**src/rtl/calc_pkg.sv**
```systemverilog
// Shared calculator definitions: result width, display digit count and the
// result_to_bcd FSM state type.
package calc_pkg;

  localparam int RESULT_W   = 16;
  localparam int BCD_DIGITS = 5;

  typedef enum logic {
    IDLE  = 1'b0,
    SHIFT = 1'b1
  } state_t;

endpackage

```
**src/rtl/bcd_digit_adj.sv**
```systemverilog
// One double-dabble correction stage: a BCD digit of 5 or more gets 3 added
// so that the following left shift carries correctly into the next digit.
module bcd_digit_adj (
  input  logic [3:0] in,
  output logic [3:0] out
);

  assign out = (in >= 4'd5) ? (in + 4'd3) : in;

endmodule

```
**src/rtl/result_to_bcd.sv**
```systemverilog
// Sequential binary-to-BCD decoder for the calculator result path: sign flag,
// DIGITS BCD digits and a leading-zero blank mask, one bit per clock.
module result_to_bcd
  import calc_pkg::*;
#(
  parameter int WIDTH  = RESULT_W,
  parameter int DIGITS = BCD_DIGITS
) (
  input  logic                clk,
  input  logic                nRST,
  input  logic                start,
  input  logic [WIDTH-1:0]    value,
  output logic                busy,
  output logic                done,
  output logic                negative,
  output logic [4*DIGITS-1:0] bcd,
  output logic [DIGITS-1:0]   blank,
  output state_t              state
);

  localparam int CW = $clog2(WIDTH);
  localparam int BW = 4 * DIGITS;

  // Handshake: start/value are taken on any rising edge where state is IDLE;
  // start while busy is dropped. done pulses for exactly one cycle, in which
  // bcd/negative/blank already hold the new result and state is IDLE again,
  // so a start in the done cycle is accepted.

  logic [CW-1:0]     cnt;
  logic [WIDTH-1:0]  mag;
  logic [BW-1:0]     scratch;
  logic              neg;

  logic [WIDTH-1:0]  value_mag;
  logic [BW-1:0]     adj;
  logic [BW-1:0]     scratch_next;
  logic [WIDTH-1:0]  mag_next;
  logic [DIGITS-1:0] blank_next;
  logic              all_zero;
  logic              last_iter;

  // Two's-complement magnitude; the most negative value maps onto its own
  // unsigned bit pattern, which is the correct magnitude.
  assign value_mag = value[WIDTH-1] ? (~value + WIDTH'(1)) : value;

  for (genvar g = 0; g < DIGITS; g++) begin : g_adj
    bcd_digit_adj u_adj (
      .in  (scratch[4*g +: 4]),
      .out (adj[4*g +: 4])
    );
  end

  assign scratch_next = {adj[BW-2:0], mag[WIDTH-1]};
  assign mag_next     = {mag[WIDTH-2:0], 1'b0};
  assign last_iter    = (cnt == CW'(WIDTH - 1));
  assign busy         = (state == SHIFT);

  always_comb begin
    blank_next = '0;
    all_zero   = 1'b1;
    for (int i = DIGITS - 1; i >= 1; i--) begin
      all_zero      = all_zero & (scratch_next[4*i +: 4] == 4'd0);
      blank_next[i] = all_zero;
    end
  end

  always_ff @(posedge clk or negedge nRST) begin
    if (!nRST) begin
      state    <= IDLE;
      cnt      <= '0;
      mag      <= '0;
      scratch  <= '0;
      neg      <= 1'b0;
      done     <= 1'b0;
      negative <= 1'b0;
      bcd      <= '0;
      blank    <= {{(DIGITS-1){1'b1}}, 1'b0};
    end else begin
      done <= 1'b0;
      case (state)
        IDLE: begin
          if (start) begin
            neg     <= value[WIDTH-1];
            mag     <= value_mag;
            scratch <= '0;
            cnt     <= '0;
            state   <= SHIFT;
          end
        end
        SHIFT: begin
          scratch <= scratch_next;
          mag     <= mag_next;
          cnt     <= cnt + CW'(1);
          if (last_iter) begin
            bcd      <= scratch_next;
            negative <= neg;
            blank    <= blank_next;
            done     <= 1'b1;
            state    <= IDLE;
          end
        end
        default: state <= IDLE;
      endcase
    end
  end

endmodule
```
**config.mk**
```make
export PLATFORM = sky130hd
export DESIGN_NAME = result_to_bcd
export DESIGN_NICKNAME = d
export VERILOG_FILES = /design/src/rtl/calc_pkg.sv /design/src/rtl/bcd_digit_adj.sv /design/src/rtl/result_to_bcd.sv
export SDC_FILE = /design/constraint.sdc
export NUM_CORES = 1
export LEC_CHECK = 0
export ABC_AREA = 1
export CAP_MARGIN = 20
export CELL_PAD_IN_SITES_DETAIL_PLACEMENT = 1
export CELL_PAD_IN_SITES_GLOBAL_PLACEMENT = 1
export CORE_MARGIN = 4
export CORE_UTILIZATION = 35
export DETAILED_ROUTE_END_ITERATION = 8
export PLACE_DENSITY_LB_ADDON = 0.1
export SLEW_MARGIN = 10
export SYNTH_ARGS = -nofsm -noshare
export SYNTH_HDL_FRONTEND = slang
export SYNTH_SLANG_ARGS = --single-unit
```
**constraint.sdc**
```tcl
create_clock -name clk -period 1.55 [get_ports clk]
set_clock_uncertainty 0.1 [all_clocks]
set_input_delay 0.465 -clock clk [delete_from_list [all_inputs] [get_ports clk]]
set_output_delay 0.465 -clock clk [all_outputs]
set_load 0.01 [all_outputs]
```
==> impl_metrics.csv <==
group,metric,value,unit
sta,final_max_slew_viol_count,0,
route,postRouteAntennaNets,0,
die,chipWidth,108,µm
pwr,power_density,2080,nW/µm²
yosys,syn_area_per_cell,8.42,µm²
layout,fin_nets,568,
yosys,synth_cell_types,35,
die,rows,36,
layout,drive_gt1_share,40.6,%
yosys,async_flop_share,100,%
critical_path,cp.required,0.98,ns
yosys,ys.flop_type,"dfrtp_1",
grt,grt_usage,17.7,%
pwr,peakVddDrop,0.634,mV
clocking,clk_pin_slew,0.07,ns
critical_path,crit_path_cell_trace,"buf_6",
route,dr_total_vias,3347,
clocking,htree_levels,3,
critical_path,cp.depth,1,
placement,post-dp-hpwl,7050,µm
grt,antenna_found_initial,0,
sta,fmax,645,MHz
grt,grt_pass1_vias,3550,
yosys,synthCells,417,
die,io_pins,48,
critical_path,end_kind,"primary output",
critical_path,r2r_slack,-0.001,ns
critical_path,cp_slowest_cell,"dfstp_2",
sta,rsz0062_at_grt,"true",
sta,setup-violations-final,1,
grt,overflow,0,
layout,final_area,5190,µm²
critical_path,worst_path_largest_cell_delay,0.55,ns
critical_path,rr_endpoint,"blank[1]",
pwr,p_leak,2.48,nW
placement,place_area,4530,µm²
route,drc,0,
clocking,clock_path_buffers,2,
status,violations,"negative setup slack",
yosys,synth_edf_count,0,
critical_path,reg2regPathDepth,8,
yosys,synth-seq-cells,68,
critical_path,critPathArrivalTime,0.99,ns
clocking,root_buffer,"clkbuf_8",
route,wl_per_cell,15.1,µm
route,drtPass1Iterations,4,
yosys,synth_compound_area_share,14.3,%
sta,finalCritPeriodShare,100,%
clocking,numCtsBuffers,9,
layout,diodes,0,
die,die_height,108,µm
sta,min_period,1.55,ns
critical_path,cp-start-kind,"register",
layout,syn_to_final_growth,47.8,%
yosys,synthAdderAreaFrac,4.28,%
critical_path,path_delay_family,"flip-flops",
layout,final_core_utilization,53.1,%
critical_path,startpoint,"blank[3]",
placement,place_congestion,0.837,
clocking,cts_tree,"yes",
critical_path,rr_startpoint,"scratch[8]",
grt,grt_max_degree,69,
yosys,syn_nets,448,
yosys,ys_warn_count,0,
yosys,synth_area,3510,µm²
yosys,ys_seq_area_share,48.6,%
yosys,synthXorXnorAreaFrac,2.00,%
yosys,synth_top_family_by_area,"simple AND/OR/NAND/NOR gates",
grt,grt_pass1_wl,16500,µm
clocking,cts.sinks,68,
worst_hold_path,hold_path.class,"input pin to asynchronous set/reset pin",
yosys,synthSimpleGateAreaFrac,23.9,%
die,coreArea,9770,µm²
die,start_util,35.9,%
critical_path,cp.buffers_inverters,1,
die,die-area,11700,µm²
flow_run,maxCapViolations,0,
critical_path,critPathMaxFanout,2,
placement,place_ws,-0.532,ns
sta,worst_slack,-0.00112,ns
sta,hold_viol_final,0,
clocking,clock_latency,0.34,ns
placement,port_buffers,46,
yosys,muxShareOfSynthArea,0,%
critical_path,crit_type,"register to primary output",
status,outcome,"complete, but fails checks",
route,finalWirelength,10200,µm
route,viasPerCell,4.96,
route,drtIter0Drc,142,
-- cell usage after synthesis (7+ instances only) --
cell | count | area [µm²]
nand2_1 | 109 | 409
dfrtp_1 | 64 | 1600
o21ai_0 | 39 | 195
inv_1 | 33 | 124
nand3_1 | 26 | 130
nor2_1 | 20 | 75.1
o22ai_1 | 16 | 100
a22oi_1 | 12 | 90.1
ha_1 | 12 | 150
nand4_1 | 10 | 62.6
a21oi_1 | 7 | 35.0
o21ai_1 | 7 | 35.0
-- state kept, by name, indices dropped and copies added (netlist names) --
signal    flops
bcd          20
mag          16
neg           1
blank         4
cnt           4
busy          1
done          1
scratch      20
negative      1
-- cell families (layout without fill, tap and decap cells) --
family	count (synthesis)	count (layout)
xor gates and xnor gates	8	8
other	1	1
adders and majority gates	12	12
AOI/OAI and AO/OA	87	87
buffers and inverters	56	181
and+or+nand+nor	185	185
DFF	68	68
-- what timing repair did --
item                       4_1_cts  5_1_grt
setup buffers                    8        9
gates cloned                     0        0
pin swaps                       33       25
gates resized for setup        138       88
hold buffers                     0        0
setup endpoints to repair       57       69
-- worst register-to-register path: stages (launching register included) --
cell     delay [ns]
dfrtp_1        0.43
ha_1           0.23
nand2_2        0.11
nand3_4        0.09
o21ai_2        0.18
nand2_1        0.08
nor2_2         0.10
nand4_1        0.11
nand2_1        0.07
-- area by class of cell --
class / instances / area [µm²]
well taps: 133 / 166
clock buffers: 15 / 166
repair buffers: 125 / 1030
clock inverters: 1 / 30.0
inverters: 40 / 155
flip-flops and latches: 68 / 1710
fillers: 1168 / 4590
multi-input cells: 293 / 1930
-- metrics by stage --
stage               hold slack [ns]  total power [mW]  instances  setup TNS, ns
floorplan                    0.0694              5.62        417              0
global placement              0.362              7.77        642          -9.67
detailed placement            0.362              8.02        642         -11.73
CTS                          0.0441              9.89        666         -0.134
global route                 0.0708              11.7        675         -0.492
finish                       0.0301              10.8        675       -0.00112
-- per-layer routing --
metal | routed length [µm] | vias up | global-route usage [%]
li1 | - | 1625 | -
met1 | 4170 | 1646 | 20.3
met2 | 5440 | 55 | 33.3
met3 | 274 | 21 | 1.85
met4 | 276 | 0 | 7.48
met5 | 0 | - | 0
-- report_power, final --
group | switching [mW] | internal, mW
registers | 0.545 | 2.55
logic | 3.35 | 2.83
clock network | 0.667 | 0.836
total | 4.56 | 6.21
-- worst max path at each step --
stage / end / slack (ns)
2_1_floorplan: mag[14] / 0.04
3_3_place_gp: mag[14] / -0.48
3_5_place_dp: mag[12] / -0.53
4_1_cts: blank[1] / -0.04
5_1_grt: blank[1] / -0.08
6_report: blank[3] / -0.001
-- cell usage in the layout (no fill, tap or decap), types with 4 or more instances in the layout --
cell type        count
clkdlybuf4s50_1      9
dfstp_2              4
clkbuf_8            11
ha_4                 7
nand4_1             10
o21ai_1             18
inv_1               16
clkdlybuf4s15_1      5
nor2_4               9
a22oi_1             12
clkbuf_2             8
dfrtp_1             64
nand3_1             16
nand3_4              6
nand2_1             82
a21oi_1              4
buf_4               71
inv_2               21
nand3_2              7
buf_6                9
o21ai_2              4
nor2_1              17
o21ai_0             25
dlygate4sd2_1        5
o22ai_1             14
xor2_1               5
nand2_2             25
clkbuf_1             4
nand2_4              6
buf_2               10
(Power assumes the default switching activity.)
